===== src/rtl/lab4_branch_pht_sched.sv =====
// Arbitrates one single-port PHT between fetch-side lookups and execute-side
// counter updates. It also sweeps the whole table to zero after reset or flush.
module lab4_branch_pht_sched #(
    parameter int p_num_entries = 1024,
    parameter int p_qdepth      = 2,
    localparam int idx_bits     = $clog2(p_num_entries)
) (
    input  logic                clk,
    input  logic                reset,
    input  logic                pred_req_val,
    output logic                pred_req_rdy,
    input  logic [31:0]         pred_req_pc,
    output logic                pred_resp_taken,
    input  logic                upd_val,
    output logic                upd_rdy,
    input  logic [31:0]         upd_pc,
    input  logic                upd_taken,
    input  logic                flush,
    output logic                busy,
    output logic [idx_bits-1:0] pht_addr,
    output logic                pht_wen,
    output logic [1:0]          pht_wdata,
    input  logic [1:0]          pht_rdata
);

    localparam int qptr_bits = $clog2(p_qdepth);
    localparam logic [idx_bits-1:0] last_idx = idx_bits'(p_num_entries - 1);
    localparam logic [qptr_bits:0]  full_cnt = (qptr_bits + 1)'(p_qdepth);

    typedef enum logic {CLEAR, RUN} state_t;

    state_t                state;
    logic [idx_bits-1:0]   clear_ptr;
    logic [idx_bits-1:0]   q_idx   [p_qdepth];
    logic                  q_taken [p_qdepth];
    logic [qptr_bits-1:0]  q_head;
    logic [qptr_bits-1:0]  q_tail;
    logic [qptr_bits:0]    q_count;

    logic [idx_bits-1:0]   pred_idx;
    logic [idx_bits-1:0]   upd_idx;
    logic                  in_run;
    logic                  q_full;
    logic                  q_empty;
    logic                  do_drain;
    logic                  do_lookup;
    logic                  do_enq;
    logic [1:0]            drain_cnt;
    logic                  unused_pc_bits;

    assign pred_idx       = pred_req_pc[idx_bits+1:2];
    assign upd_idx        = upd_pc[idx_bits+1:2];
    assign unused_pc_bits = ^{pred_req_pc[31:idx_bits+2], pred_req_pc[1:0],
                              upd_pc[31:idx_bits+2], upd_pc[1:0]};

    assign in_run       = !reset && (state == RUN);
    assign q_full       = (q_count == full_cnt);
    assign q_empty      = (q_count == '0);
    assign busy         = !in_run;
    assign upd_rdy      = in_run && !q_full;
    assign pred_req_rdy = in_run && !q_full;
    assign do_enq       = upd_val && upd_rdy;

    // A full queue steals the port from fetch so updates can never starve.
    assign do_drain  = in_run && (q_full || (!pred_req_val && !q_empty));
    assign do_lookup = in_run && !q_full && pred_req_val;

    always_comb begin
        drain_cnt = pht_rdata;
        if (q_taken[q_head]) begin
            if (pht_rdata != 2'b11) drain_cnt = pht_rdata + 2'd1;
        end else begin
            if (pht_rdata != 2'b00) drain_cnt = pht_rdata - 2'd1;
        end
    end

    always_comb begin
        pht_addr        = '0;
        pht_wen         = 1'b0;
        pht_wdata       = 2'b00;
        pred_resp_taken = 1'b0;
        if (!reset && state == CLEAR) begin
            pht_addr = clear_ptr;
            pht_wen  = 1'b1;
        end else if (do_drain) begin
            pht_addr  = q_idx[q_head];
            pht_wen   = 1'b1;
            pht_wdata = drain_cnt;
        end else if (do_lookup) begin
            pht_addr        = pred_idx;
            pred_resp_taken = pht_rdata[1];
        end
    end

    // Flush shares the reset path: anything enqueued in the flush cycle is dropped.
    always_ff @(posedge clk) begin
        if (reset || flush) begin
            state     <= CLEAR;
            clear_ptr <= '0;
            q_head    <= '0;
            q_tail    <= '0;
            q_count   <= '0;
        end else begin
            if (state == CLEAR) begin
                clear_ptr <= clear_ptr + idx_bits'(1);
                if (clear_ptr == last_idx) state <= RUN;
            end
            if (do_enq) q_tail <= q_tail + qptr_bits'(1);
            if (do_drain) q_head <= q_head + qptr_bits'(1);
            if (do_enq && !do_drain) begin
                q_count <= q_count + (qptr_bits + 1)'(1);
            end else if (!do_enq && do_drain) begin
                q_count <= q_count - (qptr_bits + 1)'(1);
            end
        end
    end

    always_ff @(posedge clk) begin
        if (do_enq) begin
            q_idx[q_tail]   <= upd_idx;
            q_taken[q_tail] <= upd_taken;
        end
    end

endmodule


===== config.mk =====
export PLATFORM = sky130hd
export DESIGN_NAME = lab4_branch_pht_sched
export DESIGN_NICKNAME = d
export VERILOG_FILES = /design/src/rtl/lab4_branch_pht_sched.sv
export SDC_FILE = /design/constraint.sdc
export NUM_CORES = 1
export LEC_CHECK = 0
export CORE_MARGIN = 4
export CORE_UTILIZATION = 35
export CTS_CLUSTER_DIAMETER = 80
export DETAILED_ROUTE_END_ITERATION = 8
export PLACE_DENSITY = 0.71
export SKIP_LAST_GASP = 1
export SYNTH_ARGS = -nofsm -noshare
export SYNTH_HDL_FRONTEND = slang
export SYNTH_SLANG_ARGS = --single-unit

===== constraint.sdc =====
create_clock -name clk -period 5.6 [get_ports clk]
set_clock_uncertainty 0.15 [all_clocks]
set_input_delay 1.12 -clock clk [delete_from_list [all_inputs] [get_ports clk]]
set_output_delay 1.12 -clock clk [all_outputs]
set_load 0.02 [all_outputs]

==> results.yml, run 1 <==
job:
  maxCapViolations: 0
worst_setup_path:
  worstSetupEndpointType: "output pin"
  start_kind: "input port"
  crit_fanout: 19
  path_class: "input port to output pin"
  crit_chain: "clkdlybuf4s50_1 -> nand2b_4 -> or3_1 -> a21oi_1 -> clkdlybuf4s50_1"
  slowest_delay_ps: 620
  cp_slowest_cell: "clkdlybuf4s50_1"
  cpMostUsedCell: "clkdlybuf4s50_1"
  required_ps: 4330
  critical_path_arrival_ps: 3120
die:
  chipWidth_um: 79.3
  core-area_mm2: 0.00482
  rows: 25
  chipHeight_um: 79.3
  ioPinCount: 89
  initial_core_util_pct: 36.9
  die_area_mm2: 0.00628
routing:
  drt-initial-drc-count: 92
  dr.pass1.iters: 4
  wl_um: 3720
  routed-via-count: 1344
  drt_drc_violations_left: 0
  post_drt_via_cell_ratio: 5.11
  post_drt_wl_per_cell_um: 14.1
  ant_nets: 0
grt:
  grt_pass1_wl_um: 6170
  overflow: 0
  antenna_found_initial: 0
  first_global_vias: 1308
  grt.total_usage_pct: 12.6
  grt_max_degree: 20
timing:
  tightest_slew_ps: 740
  grt_setup_unrepaired: "false"
  hold_violations: 0
  max_freq_ghz: 0.228
  post-route-period-util_pct: 78.5
  setup_viol: 0
  fin_crit_ps: 4390
  tns_ps: 0
  drv_slew: 0
  max-slew-margin-rel_pct: 50.5
logic_synthesis:
  avgSynthCellArea_um2: 11.6
  async_flop_share_pct: 0
  netlist_instances: 153
  synth_cell_types: 34
  yosysSeqAreaShare_pct: 55.2
  synth-main-ff-cell: "edfxtp_1"
  ys_warn_count: 0
  synth_edf_count: 22
  syn_nets: 227
  synth.largest_area_cell: "edfxtp_1"
  synth_most_common_cell: "edfxtp_1"
  yosys_register_bits: 38
  netlist.area_leader.share_pct: 37.2
  synth_area_mm2: 0.00178
  synth_area_leaders: "edfxtp_1 37%, dfxtp_1 18%, mux2i_1 6.2%, a221o_1 5.6%, a21oi_1 3.7%"
  synth_common_cells: "22 x edfxtp_1, 16 x dfxtp_1, 13 x a21oi_1, 11 x mux2i_1"
cts:
  post_cts_resized: 0
  htree_num_levels: 2
  cts_setup_buffers: 0
  cts.clk_slew.worst_paths_ps: 80
  clk_path_buf_depth: 2
  numClockSinks: 38
  tritoncts: "done"
  cts_made_buffers: 5
  clk_latency_ps: 280
  cts-root-buf: "clkbuf_8"
  hold_buffers: 0
place:
  place_congestion: 0.764
  port_buffers: 44
  placed_area_mm2: 0.00225
  post-dp-hpwl_um: 2880
finish:
  fin_nets: 269
  final_cell_area_mm2: 0.00235
  syn_to_final_growth_pct: 32.0
  drive_above_1_share_pct: 7.14
  diodes: 0
power:
  powerDensity_mw_per_mm2: 223
  p_leak_nw: 0.741
  vdd_drop_max_mv: 0.141
status:
  status: "finished clean"
min_path:
  hold_path.class: "register to register"
where the power goes:
part / internal [mW] / switching [mW] / leakage [nW]
combinational: 0.0201 / 0.00996 / 0.366
clock: 0.101 / 0.0960 / 0.0478
sequential: 0.295 / 0.00104 / 0.327
flip-flops by register name, indices dropped and copies added (netlist names), named ones only:
register and flops:
q_count 2, q_tail 1, q_head 1, state 1, q_idx 20, clear_ptr 10, q_taken 2
worst max-delay path, delay by kind of cell:
kind,cells,cell delay [ps]
buffers and inverters,2,1090
AO/OA/AOI/OAI,1,160
AND/OR/NAND/NOR,2,750
per-stage QoR:
step           setup slack (ps)  util [%]  hold WS, ps  cells  total power [mW]
3_5_place_dp               1210      46.7          328    255             0.333
5_1_grt                    1090      48.7          399    263             0.547
2_1_floorplan              2190         -          302    153             0.309
3_3_place_gp               1220      46.7          313    255             0.333
4_1_cts                    1210      48.7          346    263             0.527
6_report                   1210      48.7          344    263             0.524
final timing paths:
check        startpoint      endpoint  slack, ps  cells past startpoint
max               reset  pht_wdata[1]       1210                      5
min reg2reg      q_tail        q_tail        340                      2
max reg2reg       state    q_count[1]       3260                      5
min              q_tail        q_tail        340                      2
final cells by class:
cell class,count,area [um^2]
Clock buffer,6,82.6
Clock inverter,2,16.3
Fill cell,463,2470
Inverter,4,15.0
Multi-Input combinational cell,101,721
Sequential cell,38,981
Tap cell,67,83.8
Timing Repair Buffer,45,448
logic make-up after synthesis:
family,Yosys count,synth area share (%)
fa+ha+maj,2,1.41
flops,38,55.2
simple gates,47,16.3
mux,12,6.83
compound gates,35,13.5
buf+inv,14,4.29
xor+xnor,5,2.46
metal layers:
metal	part of all wire [%]	vias to the layer above	wire (um)	global-route usage, %
met1	39	644	1450	13.7
met5	0	-	0	0
met2	57	22	2120	23.4
met4	0.32	0	12	3.09
li1	-	676	-	-
met3	3.5	2	131	4.08
cells in the final DEF, fill, tap and decap left out, types with 2 or more instances in the layout:
cell type,instances
edfxtp_1,22
o21ai_0,6
mux2i_1,11
dfxtp_1,16
o31ai_1,5
nor2_1,8
a21oi_1,13
a221o_1,10
clkdlybuf4s50_1,44
nand2_1,4
ha_1,2
or3_1,6
or4_1,4
clkbuf_8,6
and2_1,3
xor2_1,5
nor4_1,10
inv_1,4
Note: power is estimated with default switching activity, not from simulation.
==> run 2: changes to the inputs <==
==> constraint.sdc (replaced) <==
create_clock -name clk -period 4.39 [get_ports clk]
set_clock_uncertainty 0.15 [all_clocks]
set_input_delay 0.878 -clock clk [delete_from_list [all_inputs] [get_ports clk]]
set_output_delay 0.878 -clock clk [all_outputs]
set_load 0.02 [all_outputs]
==> run 2 against run 1 <==
Compared with the run above: worst setup slack got worse by 740 ps; clock power is 42% higher; sequential power rose by 28%; die area unchanged; via count is 0.67% higher; largest power group unchanged; highest routed layer unchanged.
==> results.yml, run 2 (synthesis results as in run 1) <==
routing:
  wl_um: 3660
  post_drt_wl_per_cell_um: 13.8
  dr.pass1.iters: 4
  drt_drc_violations_left: 0
  routed-via-count: 1353
  ant_nets: 0
  drt-initial-drc-count: 74
  post_drt_via_cell_ratio: 5.13
worst_setup_path:
  crit_chain: "clkdlybuf4s50_1 -> nand2b_4 -> or3_1 -> a21oi_1 -> clkdlybuf4s50_1"
  slowest_delay_ps: 620
  crit_path_start: "reset"
  start_kind: "input port"
  required_ps: 3360
  cpMostUsedCell: "clkdlybuf4s50_1"
  crit_fanout: 19
  path_class: "input port to output pin"
  worstSetupEndpointType: "output pin"
  critical_path.top_delay_family: "buffers and inverters"
  ff2ff_setup_slack_ps: 2030
  cp_num_buf_inv: 2
  cp_slowest_cell: "clkdlybuf4s50_1"
  critical_path_arrival_ps: 2900
  rr_startpoint: "state"
timing:
  tightest_slew_ps: 747
  whs_ps: 337
  max_freq_ghz: 0.255
  tns_ps: 0
  max-slew-margin-rel_pct: 50.0
  drv_slew: 0
  setup_viol: 0
  fin_crit_ps: 3930
  hold_violations: 0
  grt_setup_unrepaired: "false"
  post-route-period-util_pct: 89.5
status:
  status: "finished clean"
die:
  ioPinCount: 89
  initial_core_util_pct: 36.9
  chipWidth_um: 79.3
  core-area_mm2: 0.00482
  chipHeight_um: 79.3
  die_area_mm2: 0.00628
  rows: 25
finish:
  max_flop_register: "q_idx"
  syn_to_final_growth_pct: 32.9
  fill_cells: 462
  drive_above_1_share_pct: 6.60
  diodes: 0
  final_cell_area_mm2: 0.00236
  fin_nets: 270
  top_regs: "q_idx (20), clear_ptr (10)"
  final_common_cell: "clkdlybuf4s50_1"
  final_cell_mix: "44 x clkdlybuf4s50_1, 22 x edfxtp_1, 16 x dfxtp_1"
  largest_reg_flops: 20
place:
  post-dp-hpwl_um: 2770
  place_congestion: 0.760
  placed_area_mm2: 0.00226
  port_buffers: 44
grt:
  overflow: 0
  first_global_vias: 1322
  antenna_found_initial: 0
  grt_pass1_wl_um: 6000
  grt.total_usage_pct: 12.3
  grt_max_degree: 20
cts:
  tritoncts: "done"
  cts.clk_slew.worst_paths_ps: 70
  cts_made_buffers: 5
  clk_path_buf_depth: 2
  htree_num_levels: 2
  cts-root-buf: "clkbuf_8"
  cts_setup_buffers: 0
  numClockSinks: 38
  post_cts_resized: 0
  hold_buffers: 0
  clk_latency_ps: 280
job:
  maxCapViolations: 0
power:
  p_leak_nw: 0.751
  powerDensity_mw_per_mm2: 295
  finalPower_uw: 697
  vdd_drop_max_mv: 0.194
min_path:
  hold_path_startpoint: "q_tail"
  hold_path.class: "register to register"
==> run 2: cell types whose count changed in the layout (fill, tap and decap cells not counted), sizes merged <==
cell	previous run	this run
buf	1	2
bufinv	0	1
clkinv	0	1
clkinvlp	1	0
inv	5	4
==> run 2: cell type report <==
class	instances	area [um^2]	area share [%]
clock buffer	6	72.6	3.07
clock inverter	2	33.8	1.43
inverter	4	15.0	0.636
multi-input combinational	101	721	30.5
sequential	38	981	41.5
tap	67	83.8	3.55
timing repair buffer	46	455	19.3
==> run 2: path summary, 6_finish.rpt <==
kind / cells after the start / to
worst min register to register: 2 / q_tail
worst max register to register: 5 / q_count[1]
worst max-delay path: 5 / pht_wdata[1]
worst min-delay path: 2 / q_tail
==> run 2: routing by layer <==
metal  up-vias  routed length, um  track usage, %  part of all wire, %
met5         -                  0               0                    0
met4         0                 52            4.98                  1.4
met3         7                156            3.29                  4.3
met2        27               2000            22.3                   55
met1       641               1450            13.6                   40
li1        678                  -               -                    -
==> run 2: stage by stage <==
stage | cells | utilization [%] | worst slack (ps)
after floorplan | 153 | - | 1470
after global placement | 256 | 46.8 | 497
after detailed placement | 256 | 46.8 | 489
after CTS | 264 | 49.0 | 483
after global routing | 264 | 49.0 | 355
final | 264 | 49.0 | 462
==> run 2: where the power goes <==
part,switching [mW],internal (mW),total (mW)
clock network,0.112,0.168,0.280
registers,0.00138,0.377,0.378
logic,0.0132,0.0263,0.0396
total,0.127,0.571,0.697
==> run 2: tightest hold or removal path, cell delays in order, from the launching register on <==
cell,delay (ps)
dfxtp_1,320
o31ai_1,70
a21oi_1,60
==> run 3: changes to the inputs <==
--- a/config.mk
+++ b/config.mk
@@ -9,6 +9,7 @@
 export CORE_UTILIZATION = 35
 export CTS_CLUSTER_DIAMETER = 80
 export DETAILED_ROUTE_END_ITERATION = 8
+export GPL_TIMING_DRIVEN = 0
 export PLACE_DENSITY = 0.71
 export SKIP_LAST_GASP = 1
 export SYNTH_ARGS = -nofsm -noshare
==> run 3 against run 2 <==
Compared with the run above: register-to-register slack better by 160 ps; combinational power decreased by 2%; sequential cell count did not move; design area grew 1.1%; critical path depth is 2 higher; total power down 7.4%; utilization increased by 0.52 points; sequential share of layout area decreased by 0.44 points; worst setup slack worse by 87 ps; worst hold slack better by 19 ps; non-clock buffer count increased by 8; via count rose by 2.6%; highest routed layer unchanged.
==> results.yml, run 3 (synthesis results as in run 1) <==
status:
  status: "finished clean"
routing:
  post_drt_wl_per_cell_um: 14.6
  routed-via-count: 1388
  drt-initial-drc-count: 63
  dr.pass1.iters: 4
  wl_um: 3970
  post_drt_via_cell_ratio: 5.10
  ant_nets: 0
  drt_drc_violations_left: 0
cts:
  numClockSinks: 38
  clk_path_buf_depth: 2
  post_cts_resized: 0
  tritoncts: "done"
  cts_made_buffers: 5
  cts_setup_buffers: 0
  clk_latency_ps: 290
  cts-root-buf: "clkbuf_8"
  htree_num_levels: 2
  hold_buffers: 0
  cts.clk_slew.worst_paths_ps: 70
finish:
  fill_cells: 444
  diodes: 0
  top_regs: "q_idx (20), clear_ptr (10)"
  final_cell_mix: "44 x clkdlybuf4s50_1, 22 x edfxtp_1, 16 x dfxtp_1"
  drive_above_1_share_pct: 9.27
  finish.utilization_pct: 49.6
  max_flop_register: "q_idx"
  syn_to_final_growth_pct: 34.3
  final_common_cell: "clkdlybuf4s50_1"
  final_cell_area_mm2: 0.00239
  final_cells: 272
  fin_nets: 278
  largest_reg_flops: 20
timing:
  max-slew-margin-rel_pct: 57.3
  drv_slew: 0
  post-route-period-util_pct: 91.5
  worst_slack_ps: 375
  fin_crit_ps: 4020
  setup_viol: 0
  hold_violations: 0
  grt_setup_unrepaired: "false"
  tightest_slew_ps: 638
  tns_ps: 0
  whs_ps: 356
  max_freq_ghz: 0.249
worst_setup_path:
  crit_fanout: 10
  path_class: "input port to output pin"
  worstSetupEndpointType: "output pin"
  start_kind: "input port"
  required_ps: 3360
  critical_path_arrival_ps: 2990
power:
  pwr-share-comb_pct: 6.0
  p_leak_nw: 0.769
  clockPowerShare_pct: 35.5
  switching_share_pct: 20.9
  seq_power_share_pct: 58.5
  finalPower_uw: 646
  p_switching_uw: 135
  intPower_uw: 511
  powerDensity_mw_per_mm2: 271
  vdd_drop_max_mv: 0.207
die:
  chipHeight_um: 79.3
  die_area_mm2: 0.00628
  rows: 25
  chipWidth_um: 79.3
  ioPinCount: 89
  initial_core_util_pct: 36.9
  core-area_mm2: 0.00482
grt:
  grt_pass1_wl_um: 6390
  grt_max_degree: 13
  antenna_found_initial: 0
  first_global_vias: 1356
  grt.total_usage_pct: 13.3
  overflow: 0
place:
  post-dp-hpwl_um: 3060
  place_congestion: 0.805
  placed_cells: 264
  dp_slack_ps: 377
  placed_area_mm2: 0.00230
  port_buffers: 44
min_path:
  hold_path.class: "register to register"
job:
  maxCapViolations: 0
==> run 3: cell types whose count changed in the layout (fill, tap and decap cells not counted), sizes merged <==
cell,before,now
clkbuf,6,8
buf,2,7
bufinv,1,0
clkinvlp,0,1
clkinv,1,2
==> run 3: layout make-up <==
class                      instances  area (um^2)  area share, %
sequential                        38          981           41.1
tap                               67         83.8           3.51
timing repair buffer              44          440           18.4
multi-input combinational        101          721           30.2
clock buffer                       5         68.8           2.88
clock inverter                     3         16.3          0.681
inverter                           4         15.0          0.629
buffer                            10         61.3           2.57
==> run 3: power by group through the flow <==
stage | clock, mW | combinational [mW] | sequential [mW]
3_3_place_gp | 0 | 0.0386 | 0.386
5_1_grt | 0.255 | 0.0416 | 0.378
6_report | 0.229 | 0.0389 | 0.378
4_1_cts | 0.234 | 0.0392 | 0.378
3_5_place_dp | 0 | 0.0392 | 0.386
2_1_floorplan | 0 | 0.00889 | 0.386
==> run 3: critical path, cell delays in order <==
cell             delay (ps)
clkdlybuf4s50_1         460
nand2b_4                160
buf_6                   130
buf_2                   180
nor4_1                  390
a221o_1                 180
clkdlybuf4s50_1         610
==> run 3: path summary, 6_finish.rpt <==
kind	endpoint	startpoint	slack [ps]	depth (start not counted)
hold reg to reg	q_tail	q_tail	360	2
setup reg to reg	q_count[1]	state	2190	7
setup / recovery	pht_addr[5]	reset	370	7
hold / removal	q_tail	q_tail	360	2
==> run 3: layer usage <==
metal  global-route usage (%)  part of all wire [%]
met5                        0                     0
met1                     14.6                    41
met2                     24.0                    54
met3                     3.97                   3.7
met4                     4.98                   1.1
